===== src/rtl/chip8_timer_sched.sv =====
// CHIP-8 timer scheduler: 60 Hz tick prescaler, CPU/debug load+read arbiter, buzzer register; debug port gated by `CHIP8_TMR_DBG_PORT_EN.
// Accept N -> load/sample N+1 -> rsp_valid N+2; ready held low outside IDLE, so at most one request is in flight.
module chip8_timer_sched #(
    parameter int CLK_HZ  = 50_000_000,
    parameter int TICK_HZ = 60
) (
    input  logic       clk,
    input  logic       reset,
    input  logic       cpu_req_valid,
    input  logic [1:0] cpu_req_op,
    input  logic [7:0] cpu_req_data,
    output logic       cpu_req_ready,
    output logic       cpu_rsp_valid,
    output logic [7:0] cpu_rsp_data,
    input  logic       dbg_req_valid,
    input  logic [1:0] dbg_req_op,
    input  logic [7:0] dbg_req_data,
    output logic       dbg_req_ready,
    output logic       dbg_rsp_valid,
    output logic [7:0] dbg_rsp_data,
    output logic       tmr_tick,
    output logic       tmr_load_delay,
    output logic       tmr_load_sound,
    output logic [7:0] tmr_load_data,
    input  logic [7:0] tmr_delay_val,
    input  logic [7:0] tmr_sound_val,
    output logic       buzzer
);
    localparam int DIV = CLK_HZ / TICK_HZ;
    localparam int CW  = $clog2(DIV);
    localparam logic [CW-1:0] PRESC_LAST = CW'(DIV - 1);

    localparam logic [1:0] OP_RD_DT = 2'b00;
    localparam logic [1:0] OP_WR_DT = 2'b01;
    localparam logic [1:0] OP_WR_ST = 2'b10;

    typedef enum logic [1:0] {
        S_IDLE  = 2'd0,
        S_ISSUE = 2'd1,
        S_RESP  = 2'd2
    } state_t;

    state_t         r_state;
    state_t         w_state_nxt;
    logic [CW-1:0]  r_presc;
    logic           r_tick_pend;
    logic [1:0]     r_op;
    logic [7:0]     r_dat;
    logic           r_port_dbg;
    logic [7:0]     r_cpu_rsp;
    logic [7:0]     r_dbg_rsp;
    logic           r_buzzer;
    logic           w_tick_due;
    logic           w_load;
    logic           w_gnt_dbg;
    logic           w_acc_cpu;
    logic           w_acc_dbg;
    logic           w_acc;
    logic [7:0]     w_rsp_val;

`ifdef CHIP8_TMR_DBG_PORT_EN
    logic r_last_dbg;

    // Round-robin: debug wins only if alone or if the CPU was served last.
    assign w_gnt_dbg = dbg_req_valid & (~cpu_req_valid | ~r_last_dbg);

    always_ff @(posedge clk or posedge reset) begin
        if (reset) begin
            r_last_dbg <= 1'b1;
        end else if (w_acc) begin
            r_last_dbg <= w_acc_dbg;
        end
    end
`else
    assign w_gnt_dbg = 1'b0;
`endif

    assign w_acc_cpu  = cpu_req_valid & cpu_req_ready;
    assign w_acc_dbg  = dbg_req_valid & dbg_req_ready;
    assign w_acc      = w_acc_cpu | w_acc_dbg;
    assign w_tick_due = (r_presc == PRESC_LAST);
    assign w_load     = tmr_load_delay | tmr_load_sound;

    // A tick colliding with a load is replayed in the following cycle.
    assign tmr_tick     = (w_tick_due & ~w_load) | r_tick_pend;
    assign cpu_rsp_data = r_cpu_rsp;
    assign dbg_rsp_data = r_dbg_rsp;
    assign buzzer       = r_buzzer;

    always_comb begin
        case (r_op)
            OP_RD_DT: w_rsp_val = tmr_delay_val;
            OP_WR_DT,
            OP_WR_ST: w_rsp_val = r_dat;
            default:  w_rsp_val = 8'h00;
        endcase
    end

    always_comb begin
        w_state_nxt    = r_state;
        cpu_req_ready  = 1'b0;
        dbg_req_ready  = 1'b0;
        cpu_rsp_valid  = 1'b0;
        dbg_rsp_valid  = 1'b0;
        tmr_load_delay = 1'b0;
        tmr_load_sound = 1'b0;
        tmr_load_data  = 8'h00;
        case (r_state)
            S_IDLE: begin
                cpu_req_ready = cpu_req_valid & ~w_gnt_dbg;
                dbg_req_ready = w_gnt_dbg;
                if (cpu_req_valid | w_gnt_dbg) begin
                    w_state_nxt = S_ISSUE;
                end
            end
            S_ISSUE: begin
                tmr_load_delay = (r_op == OP_WR_DT);
                tmr_load_sound = (r_op == OP_WR_ST);
                if ((r_op == OP_WR_DT) || (r_op == OP_WR_ST)) begin
                    tmr_load_data = r_dat;
                end
                w_state_nxt = S_RESP;
            end
            S_RESP: begin
                cpu_rsp_valid = ~r_port_dbg;
                dbg_rsp_valid = r_port_dbg;
                w_state_nxt   = S_IDLE;
            end
            default: w_state_nxt = S_IDLE;
        endcase
    end

    always_ff @(posedge clk or posedge reset) begin
        if (reset) begin
            r_state <= S_IDLE;
        end else begin
            r_state <= w_state_nxt;
        end
    end

    always_ff @(posedge clk or posedge reset) begin
        if (reset) begin
            r_presc     <= '0;
            r_tick_pend <= 1'b0;
            r_buzzer    <= 1'b0;
        end else begin
            r_presc     <= w_tick_due ? '0 : r_presc + CW'(1);
            r_tick_pend <= w_tick_due & w_load;
            r_buzzer    <= |tmr_sound_val;
        end
    end

    always_ff @(posedge clk or posedge reset) begin
        if (reset) begin
            r_op       <= 2'b00;
            r_dat      <= 8'h00;
            r_port_dbg <= 1'b0;
            r_cpu_rsp  <= 8'h00;
            r_dbg_rsp  <= 8'h00;
        end else begin
            if (w_acc) begin
                r_op       <= w_acc_dbg ? dbg_req_op   : cpu_req_op;
                r_dat      <= w_acc_dbg ? dbg_req_data : cpu_req_data;
                r_port_dbg <= w_acc_dbg;
            end
            if (r_state == S_ISSUE) begin
                if (r_port_dbg) begin
                    r_dbg_rsp <= w_rsp_val;
                end else begin
                    r_cpu_rsp <= w_rsp_val;
                end
            end
        end
    end

endmodule


===== config.mk =====
export PLATFORM = sky130hd
export DESIGN_NAME = chip8_timer_sched
export DESIGN_NICKNAME = d
export VERILOG_FILES = /design/src/rtl/chip8_timer_sched.sv
export SDC_FILE = /design/constraint.sdc
export NUM_CORES = 1
export LEC_CHECK = 0
export CELL_PAD_IN_SITES_DETAIL_PLACEMENT = 1
export CELL_PAD_IN_SITES_GLOBAL_PLACEMENT = 2
export CORE_AREA = 2 2 91 93
export DETAILED_ROUTE_END_ITERATION = 6
export DIE_AREA = 0 0 93 95
export PLACE_DENSITY = 0.83
export SYNTH_ARGS = -nofsm -noshare
export SYNTH_HDL_FRONTEND = slang
export SYNTH_SLANG_ARGS = --single-unit

===== constraint.sdc =====
create_clock -name clk -period 2 [get_ports clk]
set_clock_uncertainty 0.1 [all_clocks]
set_input_delay 0.4 -clock clk [delete_from_list [all_inputs] [get_ports clk]]
set_output_delay 0.4 -clock clk [all_outputs]
set_load 0.005 [all_outputs]

==> Yosys cells after proc, flatten, opt, wreduce, memory -nomap -nowiden <==
Cells that the tools add are included.
Widths: inputs -> output; s select.
{ "op_classes": {"addsub": 1, "n_eq_ne": 6, "muxes": 10, "n_bitwise": 6, "reduce_logical": 5} }
{ "op_table": {"columns": ["cell", "n"], "rows": [
  ["$add 20x1->20 const B", 1],
  ["$eq 20x20->1 const B", 1],
  ["$mux 20", 1],
  ["$mux 8", 2],
  ["$pmux 8 s2", 1],
  ["$reduce_or 8->1", 1],
  ["$eq 2x1->1 const B", 2],
  ["$eq 2x2->1 const B", 2],
  ["$logic_not 2->1", 2],
  ["$mux 1", 4],
  ["$pmux 2 s2", 1],
  ["$and 1x1->1", 3],
  ["$mux 2", 1],
  ["$ne 2x2->1 const B", 1],
  ["$or 1x1->1", 2],
  ["$reduce_or 2->1", 1],
  ["$logic_or 1x1->1", 1],
  ["$not 1->1", 1]
]} }
{ "totals": {"reg_bits": 42, "inputBits": 40, "output_inout_bits": 32, "elab_cells": 35} }

==> Depth between registers and ports, before layout <==
Gate-level depths: netlist of the first run.
{ "depth": {"depth_word": 6, "mapped_depth": 6, "mapped_depth_nobuf": 6} }

==> Worst setup path after synthesis of the first run <==
OpenSTA, ideal clock, no wires.
{ "synth_timing": {"kind": "register to output", "start": "register r_presc[16]", "end": "output port tmr_tick", "t_arrival_ns": 1.353, "required_time_ns": 1.500, "setup_slack_ns": 0.147, "stages_incl_launch_ff": 5, "path_buffers": 0, "path_cell_list": "dfrtp_1 > nor4_1 > nand4_1 > nor4_4 > a21o_1"} }
{ "synth_via": {"elab_chain_len": 3} }
{ "synth_rtl": {"columns": ["element", "line_no", "text"], "rows": [
  ["start: declaration", "45", "logic [CW-1:0] r_presc;"],
  ["start signal: assignment", "147", "r_presc <= w_tick_due ? '0 : r_presc + CW'(1);"],
  ["$eq 20x20->1", "81", "assign w_tick_due = (r_presc == PRESC_LAST);"],
  ["$and 1x1->1", "85", "assign tmr_tick = (w_tick_due & ~w_load) | r_tick_pend;"],
  ["$or 1x1->1", "85", null],
  ["end: declaration", "21", "output logic tmr_tick,"]
]} }
No other way between the ends.

==> Worst setup path after layout of the first run <==
{ "layout_timing": {"start": "register r_presc[7]", "end": "output port tmr_tick"} }
The elaborated chain is that of the path after synthesis.

==> flow_metrics.py, run 1 <==
metrics = {
    "global_routing": {
        "overflow": 0,
        "antenna_found_initial": 0,
        "track_usage": 0.141,
        "grt_max_degree": 43,
        "grt_pass1_wl_um": 9630,
        "grt_pass1_vias": 1949,
    },
    "outcome": {
        "violations": "negative setup slack",
        "status": "finished, violations left",
    },
    "critical_path": {
        "arrival_ns": 1.64,
        "critPathKind": "reg2out",
        "critPathTopFamily": "simple AND/OR/NAND/NOR gates",
        "worstPathBufferInverterCount": 1,
        "path_cells": "nor4_2, nand4_1, nor4_4, a21o_1, buf_2",
        "cpMaxStageDelayCell": "dfrtp_1",
        "startpoint_type": "flop",
        "slowest_delay_ns": 0.41,
        "worst-path-stages": 5,
        "cp.required_ns": 1.50,
        "rr_worst_depth": 6,
        "crit_fanout": 2,
        "endpoint_kind": "output pin",
    },
    "route": {
        "drc": 0,
        "antenna_left": 0,
        "routed_wl_um": 6210,
        "detail_route.first_pass.iterations": 4,
        "wire_per_inst_um": 15.2,
        "vias": 1827,
        "viasPerCell": 4.48,
        "drt_iter0_drc": 49,
    },
    "placed_design": {
        "gp_congestion": 0.793,
        "place_area_um2": 3010,
        "hpwlAfterDp_um": 4490,
        "io_buffers": 50,
    },
    "floorplanning": {
        "start_util": 0.272,
        "num_rows": 33,
        "die_x_um": 93,
        "fp.dieH_um": 95,
        "pin_count": 72,
        "coreArea_um2": 7930,
        "die_area_um2": 8840,
    },
    "sta": {
        "fmax_ghz": 0.467,
        "setup_viol": 1,
        "min_period_ns": 2.14,
        "setup_tns_ns": -0.140,
        "rsz0062_at_grt": "true",
        "period_share": 1.07,
        "timing.final.max_slew_violations": 0,
        "setup_ws_ns": -0.140,
        "finalHoldViolCount": 0,
    },
    "synthesis": {
        "synthTopCellsByArea": "dfrtp_1 (49%), xnor2_1 (4.5%), mux2_2 (4.2%)",
        "yosys_warnings": 0,
        "yosysMostFrequentCell": "dfrtp_1",
        "avgSynthCellArea_um2": 10.5,
        "synth_top_cell_by_area": "dfrtp_1",
        "synth-edff-count": 0,
        "yosysTopAreaCellShare": 0.487,
        "async_flop_share": 1.00,
        "syn_area_um2": 2160,
        "synth.distinct_cells": 40,
        "syn_inst": 205,
        "ys_ff_latch": 42,
        "ys_seq_area_frac": 0.487,
        "synthFlopType": "dfrtp_1",
        "synth_common_cells": "dfrtp_1 (42), nand2_1 (15), xnor2_1 (11)",
    },
    "clock_tree": {
        "clk_pin_slew_ns": 0.08,
        "cts_made_buffers": 5,
        "clk_path_buf_depth": 2,
        "cts_tree": "done",
        "cts_sinks": 42,
        "clock_latency_ns": 0.29,
        "cts-root-buf": "clkbuf_8",
        "htree_levels": 2,
    },
    "finish": {
        "final_cell_area_um2": 3260,
        "nNetsFinal": 348,
        "syn_to_final_growth_pct": 51.2,
        "drive_gt1_frac": 0.340,
        "fill_cells": 913,
        "n_antenna_cell": 0,
    },
    "pwr": {
        "powerDensity_nw_per_um2": 794,
        "ir_drop_mv": 0.266,
        "finalPower_w": 0.00259,
        "p_leak_nw": 1.52,
    },
    "hold_path": {
        "hp-class": "in2async",
    },
    "flow_run": {
        "drv_cap": 0,
    },
}
worst min-delay path, stage by stage:
cell             delay, ns
clkdlybuf4s50_1       0.40
clkinv_1              0.08
buf_12                0.24
flip-flops by register name (all words and copies together), names as in the netlist:
signal,cells
cpu_rsp_data,8
buzzer,1
r_presc,20
r_state,2
r_dat,8
r_op,2
r_tick_pend,1
area by class of cell:
cell class / instances / area [µm²] / share of cell area
clock buffer: 5 / 68.8 / 0.0211
clock inverter: 3 / 40.0 / 0.0123
inverter: 8 / 30.0 / 0.00920
multi-input combinational: 148 / 1090 / 0.333
sequential: 42 / 1050 / 0.322
tap: 105 / 131 / 0.0402
timing repair buffer: 97 / 856 / 0.262
layout by cell type (no fill, tap or decap), types with 4 or more instances in the layout:
cell             netlist  layout
a22oi_1                8       8
and3_1                 8       5
buf_4                 10      45
buf_6                  1       5
clkbuf_8               0       5
clkdlybuf4s50_1        0      37
conb_1                 1      10
dfrtp_1               42      42
inv_1                  7       4
mux2_2                 8       8
nand2_1               15      15
nand3_1                7       6
nand4_1                6       6
nor2_1                 9       9
nor2_2                10      10
nor3_1                 4       4
o21ai_0               10      10
xnor2_1               11      11
xor2_1                 5       5
path summary, 6_finish.rpt:
| check | slack (ns) | to | start |
|---|---|---|---|
| min in group clk | 0.40 | cpu_rsp_data[2] | cpu_rsp_data[2] |
| max in group asynchronous | 1.24 | r_presc[11] | reset |
| worst min register to register | 0.40 | cpu_rsp_data[2] | cpu_rsp_data[2] |
| worst min-delay path | 0.35 | cpu_rsp_data[3] | reset |
| worst max register to register | 0.08 | r_presc[19] | r_presc[7] |
| worst max-delay path | -0.14 | tmr_tick | r_presc[7] |
per-stage QoR:
step	cells	setup slack, ns	hold slack, ns	util
3_3_place_gp	390	-0.236	0.366	0.379
5_1_grt	408	-0.225	0.375	0.412
3_5_place_dp	390	-0.265	0.379	0.379
2_1_floorplan	214	0.147	0.338	-
6_report	408	-0.140	0.352	0.412
4_1_cts	405	-0.0957	0.357	0.402
routing by layer:
layer	global-route usage	up-vias	wire length (µm)
li1	-	887	-
met1	0.181	891	2720
met2	0.246	43	3220
met3	0.0255	6	180
met4	0.0392	0	85
met5	0	-	0
report_power, final:
group	internal [W]	switching (W)	total, W
Clock	0.000368	0.000296	0.000664
Combinational	0.000508	0.000339	0.000847
Sequential	0.000986	0.0000963	0.00108
cell families (layout without fill, tap and decap cells):
| kind of cell | after synthesis | in the layout | synth area share |
|---|---|---|---|
| xor+xnor | 16 | 16 | 0.0649 |
| simple gates | 86 | 86 | 0.242 |
| other cells | 1 | 10 | 0.00174 |
| buf+inv | 24 | 113 | 0.0632 |
| mux | 9 | 9 | 0.0464 |
| compound gates | 21 | 21 | 0.0597 |
| fa+ha+maj | 6 | 6 | 0.0348 |
| flops | 42 | 42 | 0.487 |
timing repair:
item	4_1_cts	5_1_grt
setup endpoints to repair	12	12
hold buffers	0	0
gates resized for setup	42	15
buffers inserted	7	3
pin swaps	5	2
Note: power is estimated with default switching activity, not from simulation.
==> inputs of run 2 (changes only) <==
--- a/config.mk
+++ b/config.mk
@@ -7,10 +7,11 @@
 export LEC_CHECK = 0
 export CELL_PAD_IN_SITES_DETAIL_PLACEMENT = 1
 export CELL_PAD_IN_SITES_GLOBAL_PLACEMENT = 2
-export CORE_AREA = 2 2 91 93
+export CORE_AREA = 2 2 88 90
 export DETAILED_ROUTE_END_ITERATION = 6
-export DIE_AREA = 0 0 93 95
-export PLACE_DENSITY = 0.83
+export DIE_AREA = 0 0 90 92
+export PLACE_DENSITY = 0.88
+export SLEW_MARGIN = 0
 export SYNTH_ARGS = -nofsm -noshare
 export SYNTH_HDL_FRONTEND = slang
 export SYNTH_SLANG_ARGS = --single-unit
==> constraint.sdc (replaced) <==
create_clock -name clk -period 2.53 [get_ports clk]
set_clock_uncertainty 0.1 [all_clocks]
set_input_delay 0.506 -clock clk [delete_from_list [all_inputs] [get_ports clk]]
set_output_delay 0.506 -clock clk [all_outputs]
set_load 0.005 [all_outputs]
==> run 2 against run 1 <==
Effect of this change:
- the flow now finishes without violations
- sequential share of layout area increased by 3.4 points
- sequential cell count unchanged
- core utilization decreased by 1.5 points
- total power decreased by 26%
- largest cell class is now sequential cells
==> flow_metrics.py, run 2 (synthesis gave the netlist of run 1 again) <==
metrics = {
    "finish": {
        "fill_cells": 868,
        "nNetsFinal": 315,
        "drive_gt1_frac": 0.185,
        "final_cell_mix": "clkdlybuf4s50_1 (49), dfrtp_1 (42), nand2_1 (15)",
        "syn_to_final_growth_pct": 37.0,
        "final_common_cell": "clkdlybuf4s50_1",
        "final_cell_area_um2": 2960,
        "regMostFlops": "r_presc",
        "utilization": 0.397,
        "n_antenna_cell": 0,
        "largest_reg_flops": 20,
    },
    "pwr": {
        "power_frac_seq": 0.442,
        "p_int_w": 0.00139,
        "comb_power_share": 0.283,
        "netSwitchingFraction": 0.276,
        "ir_drop_mv": 0.250,
        "powerDensity_nw_per_um2": 651,
        "p_clk_frac": 0.276,
        "finalPower_w": 0.00192,
        "p_switching_w": 0.000531,
        "p_leak_nw": 1.31,
    },
    "global_routing": {
        "antenna_found_initial": 0,
        "grt_pass1_vias": 1753,
        "track_usage": 0.135,
        "grt_pass1_wl_um": 8950,
        "grt_max_degree": 43,
        "overflow": 0,
    },
    "clock_tree": {
        "clk_path_buf_depth": 2,
        "cts-root-buf": "clkbuf_8",
        "hold_buffers": 0,
        "htree_levels": 2,
        "cts_sinks": 42,
        "cts_made_buffers": 5,
        "clock_latency_ns": 0.30,
        "cts_tree": "done",
        "clk_pin_slew_ns": 0.09,
    },
    "route": {
        "vias": 1699,
        "detail_route.first_pass.iterations": 4,
        "antenna_left": 0,
        "drc": 0,
        "viasPerCell": 4.57,
        "wire_per_inst_um": 14.5,
        "routed_wl_um": 5400,
        "drt_iter0_drc": 70,
    },
    "sta": {
        "holdWs_ns": 0.384,
        "timing.final.max_slew_violations": 0,
        "finalHoldViolCount": 0,
        "min_period_ns": 2.41,
        "tightest_slew_ns": 0.538,
        "period_share": 0.951,
        "setup_tns_ns": 0,
        "maxSlewHeadroom": 0.641,
        "fmax_ghz": 0.416,
        "setup_viol": 0,
        "rsz0062_at_grt": "false",
    },
    "hold_path": {
        "hp-start": "cpu_rsp_data[1]",
        "hp-class": "reg2reg",
        "min_to": "cpu_rsp_data[1]",
        "hold_depth": 2,
    },
    "flow_run": {
        "drv_cap": 0,
    },
    "critical_path": {
        "r2r_start": "r_presc[0]",
        "regToRegEndpoint": "r_presc[18]",
        "endpoint_kind": "output pin",
        "critPathKind": "reg2out",
        "r2r_setup_slack_ns": 0.63,
        "arrival_ns": 1.80,
        "cp.required_ns": 1.92,
        "startpoint_type": "flop",
        "crit_fanout": 10,
        "rr_worst_depth": 6,
    },
    "floorplanning": {
        "num_rows": 32,
        "pin_count": 72,
        "die_x_um": 90,
        "coreArea_um2": 7450,
        "die_area_um2": 8280,
        "start_util": 0.290,
        "fp.dieH_um": 92,
    },
    "outcome": {
        "status": "completed",
    },
    "placed_design": {
        "gp_congestion": 0.773,
        "io_buffers": 50,
        "hpwlAfterDp_um": 4070,
        "place_area_um2": 2800,
    },
}
run 2: changes by cell type in the layout (fill, tap and decap cells not counted), sizes merged:
cell / previous run / this run
clkdlybuf4s50: 37 / 49
clkdlybuf4s15: 3 / 0
inv: 7 / 8
dlygate4sd2: 3 / 1
clkinv: 3 / 0
buf: 53 / 14
clkinvlp: 0 / 1
run 2: worst max-delay path by stage:
stage,start,endpoint,slack (ns),cells past startpoint
final,r_state[1],tmr_load_data[6],0.12,5
after global routing,r_op[0],tmr_load_data[7],0.02,4
after CTS,r_op[1],tmr_load_data[7],0.04,4
after detailed placement,r_presc[16],tmr_tick,0.03,5
after global placement,r_presc[16],tmr_tick,0.01,5
after floorplan,r_presc[16],tmr_tick,0.57,4
run 2: cell type report:
class                      count  area, µm²  area share
clock buffer                   6       72.6      0.0245
inverter                       8       30.0      0.0102
tap                          102        128      0.0432
clock inverter                 2       37.5      0.0127
sequential                    42       1050       0.355
multi-input combinational    148       1040       0.350
timing repair buffer          64        602       0.204
run 2: per-layer routing:
layer / vias to the layer above / part of all wire / global-route usage / wire length (µm)
met2: 35 / 0.49 / 0.229 / 2640
met5: - / 0 / 0 / 0
li1: 815 / - / - / -
met4: 0 / 0.014 / 0.0462 / 74
met3: 5 / 0.029 / 0.0197 / 154
met1: 844 / 0.47 / 0.177 / 2530
run 2: worst max-delay path, cell delays in order, from the launching register on:
cell and delay (ns):
dfrtp_1 0.42, nand2b_4 0.17, inv_2 0.06, buf_4 0.16
and3_1 0.17, clkdlybuf4s50_1 0.51
run 2: metrics by stage:
stage          worst slack (ns)  cells
6_report                  0.124    372
5_1_grt                  0.0175    372
4_1_cts                  0.0405    370
3_5_place_dp             0.0261    361
3_3_place_gp             0.0146    361
2_1_floorplan             0.571    214
run 2: power by group through the flow:
| stage | logic [W] | registers (W) | clock network, W |
|---|---|---|---|
| 5_1_grt | 0.000599 | 0.000866 | 0.000573 |
| 3_3_place_gp | 0.000492 | 0.000859 | 0 |
| 3_5_place_dp | 0.000503 | 0.000866 | 0 |
| 6_report | 0.000544 | 0.000849 | 0.000530 |
| 2_1_floorplan | 0.000223 | 0.000853 | 0 |
| 4_1_cts | 0.000529 | 0.000852 | 0.000553 |
run 2: timing repair:
item / CTS / global route
setup buffers: 1 / 2
gates resized for setup: 4 / 1
pin swaps: 4 / 1
setup endpoints to repair: 9 / 8
==> inputs of run 3 (changes only) <==
--- a/config.mk
+++ b/config.mk
@@ -8,9 +8,11 @@
 export CELL_PAD_IN_SITES_DETAIL_PLACEMENT = 1
 export CELL_PAD_IN_SITES_GLOBAL_PLACEMENT = 2
 export CORE_AREA = 2 2 88 90
+export CTS_CLUSTER_SIZE = 20
 export DETAILED_ROUTE_END_ITERATION = 6
 export DIE_AREA = 0 0 90 92
 export PLACE_DENSITY = 0.88
+export SETUP_SLACK_MARGIN = 0.4
 export SLEW_MARGIN = 0
 export SYNTH_ARGS = -nofsm -noshare
 export SYNTH_HDL_FRONTEND = slang
==> constraint.sdc (replaced) <==
create_clock -name clk -period 2.53 [get_ports clk]
set_clock_uncertainty 0.1 [all_clocks]
set_input_delay 0.506 -clock clk [delete_from_list [all_inputs] [get_ports clk]]
set_output_delay 0.506 -clock clk [all_outputs]
set_load 0.02 [all_outputs]
==> run 3 against run 2 <==
Effect of this change:
- cell count is 1.9% higher
- hold slack gained 0.0085 ns
- maximum frequency up 5.1%
- worst setup slack improved by 0.12 ns
- critical path depth is the same
- design area barely moved
- first-iteration DRC count is 13% lower
- register-to-register slack hardly changed
- sequential cell count stayed put
- via count rose by 1.6%
- largest power group unchanged
==> flow_metrics.py, run 3 (synthesis gave the netlist of run 1 again) <==
metrics = {
    "sta": {
        "setup_tns_ns": 0,
        "tightest_slew_ns": 0.545,
        "fmax_ghz": 0.437,
        "rsz0062_at_grt": "true",
        "min_period_ns": 2.29,
        "timing.final.max_slew_violations": 0,
        "finalHoldViolCount": 0,
        "holdWs_ns": 0.393,
        "period_share": 0.905,
        "setup_viol": 0,
        "maxSlewHeadroom": 0.637,
    },
    "critical_path": {
        "r2r_setup_slack_ns": 0.64,
        "endpoint_kind": "output pin",
        "critPathKind": "reg2out",
        "crit_start": "r_presc[7]",
        "path_cells": "nor4_2, nand4_1, nor4_4, a21o_1, buf_2",
        "rr_worst_depth": 6,
        "critPathTopFamily": "simple AND/OR/NAND/NOR gates",
        "startpoint_type": "flop",
        "r2r_start": "r_presc[0]",
        "cpMaxStageDelayCell": "dfrtp_1",
        "crit_fanout": 2,
        "crit_end": "tmr_tick",
        "worst-path-stages": 5,
        "arrival_ns": 1.68,
        "worstPathBufferInverterCount": 1,
        "regToRegEndpoint": "r_presc[18]",
        "slowest_delay_ns": 0.39,
        "cp.required_ns": 1.92,
    },
    "floorplanning": {
        "start_util": 0.290,
        "pin_count": 72,
        "num_rows": 32,
        "die_x_um": 90,
        "die_area_um2": 8280,
        "fp.dieH_um": 92,
        "coreArea_um2": 7450,
    },
    "finish": {
        "final_common_cell": "dfrtp_1",
        "syn_to_final_growth_pct": 37.1,
        "multiInputGateArea_um2": 1030,
        "stdcell_count": 379,
        "nNetsFinal": 322,
        "utilization": 0.397,
        "regMostFlops": "r_presc",
        "n_antenna_cell": 0,
        "drive_gt1_frac": 0.249,
        "seqCellArea_um2": 1050,
        "fill_cells": 871,
        "largest_reg_flops": 20,
        "final_cell_mix": "dfrtp_1 (42), clkdlybuf4s50_1 (37), buf_4 (24)",
    },
    "clock_tree": {
        "cts_tree": "done",
        "cts-root-buf": "clkbuf_8",
        "hold_buffers": 0,
        "cts_sinks": 42,
        "clk_path_buf_depth": 2,
        "htree_levels": 2,
        "clock_latency_ns": 0.30,
        "clk_pin_slew_ns": 0.08,
        "cts_made_buffers": 5,
    },
    "placed_design": {
        "hpwlAfterDp_um": 4140,
        "gp_congestion": 0.753,
        "dp_cells": 364,
        "io_buffers": 50,
    },
    "route": {
        "vias": 1726,
        "detail_route.first_pass.iterations": 4,
        "wire_per_inst_um": 14.5,
        "routed_wl_um": 5480,
        "antenna_left": 0,
        "drt_iter0_drc": 61,
        "drc": 0,
        "viasPerCell": 4.55,
    },
    "hold_path": {
        "hp-class": "reg2reg",
        "hold_depth": 2,
    },
    "global_routing": {
        "grt_pass1_vias": 1871,
        "track_usage": 0.142,
        "antenna_found_initial": 0,
        "grt_pass1_wl_um": 9360,
        "overflow": 0,
        "grt_max_degree": 43,
    },
    "pwr": {
        "powerDensity_nw_per_um2": 668,
        "finalPower_w": 0.00198,
        "p_clk_frac": 0.221,
        "comb_power_share": 0.348,
        "ir_drop_mv": 0.306,
        "p_leak_nw": 1.37,
        "p_switching_w": 0.000657,
        "netSwitchingFraction": 0.332,
        "power_frac_seq": 0.431,
        "p_int_w": 0.00132,
    },
    "flow_run": {
        "drv_cap": 0,
    },
    "outcome": {
        "status": "completed",
    },
}
[run 3: cell types whose count changed in the layout (fill, tap and decap cells not counted), sizes merged]
cell,delta
clkinvlp,-1
dlymetal6s2s,+1
clkinv,+2
dlygate4sd2,-1
clkdlybuf4s50,-12
clkdlybuf4s15,+2
buf,+17
bufinv,-1
[run 3: worst reg2reg max path, delay by kind of cell (launching register included)]
family / cells / cell delay (ns)
buffers and inverters: 1 / 0.13
adders and majority gates: 1 / 0.18
and+or+nand+nor: 3 / 0.79
DFF: 1 / 0.35
muxes: 1 / 0.23
[run 3: worst min-delay path by stage]
stage                    startpoint  slack, ns              end
global placement    cpu_rsp_data[1]       0.36  cpu_rsp_data[1]
finish              cpu_rsp_data[1]       0.39  cpu_rsp_data[1]
detailed placement  cpu_rsp_data[1]       0.38  cpu_rsp_data[1]
floorplan                r_state[1]       0.34       r_state[0]
global route             r_state[0]       0.43       r_state[0]
CTS                 cpu_rsp_data[1]       0.40  cpu_rsp_data[1]
[run 3: metrics by stage]
step	cell area, µm²	setup WS, ns
floorplan	2190	0.481
global placement	2820	-0.0614
detailed placement	2820	-0.0796
CTS	2910	0.207
global route	2960	0.137
finish	2960	0.240
[run 3: power by group through the flow]
stage | clock network (W) | logic [W] | registers, W
after floorplan | 0 | 0.000257 | 0.000927
after global placement | 0 | 0.000613 | 0.000860
after detailed placement | 0 | 0.000623 | 0.000871
after CTS | 0.000449 | 0.000661 | 0.000855
after global routing | 0.000485 | 0.000746 | 0.000869
final | 0.000437 | 0.000687 | 0.000853
[run 3: cell type report]
type / instances / area share
repair buffers: 71 / 0.213
clock inverters: 2 / 0.00465
inverters: 8 / 0.0101
multi-input cells: 148 / 0.349
clock buffers: 6 / 0.0245
flip-flops and latches: 42 / 0.355
well taps: 102 / 0.0431
[run 3: what timing repair did]
item | CTS | global route
pin swaps | 4 | 1
setup buffers | 5 | 2
resized for setup | 45 | 13
setup endpoints to repair | 12 | 9
[run 3: layer usage]
layer,track usage,share of wire,up-vias
met5,0,0,-
li1,-,-,832
met3,0.0222,0.025,8
met4,0.0590,0.019,0
met1,0.185,0.45,854
met2,0.236,0.51,32
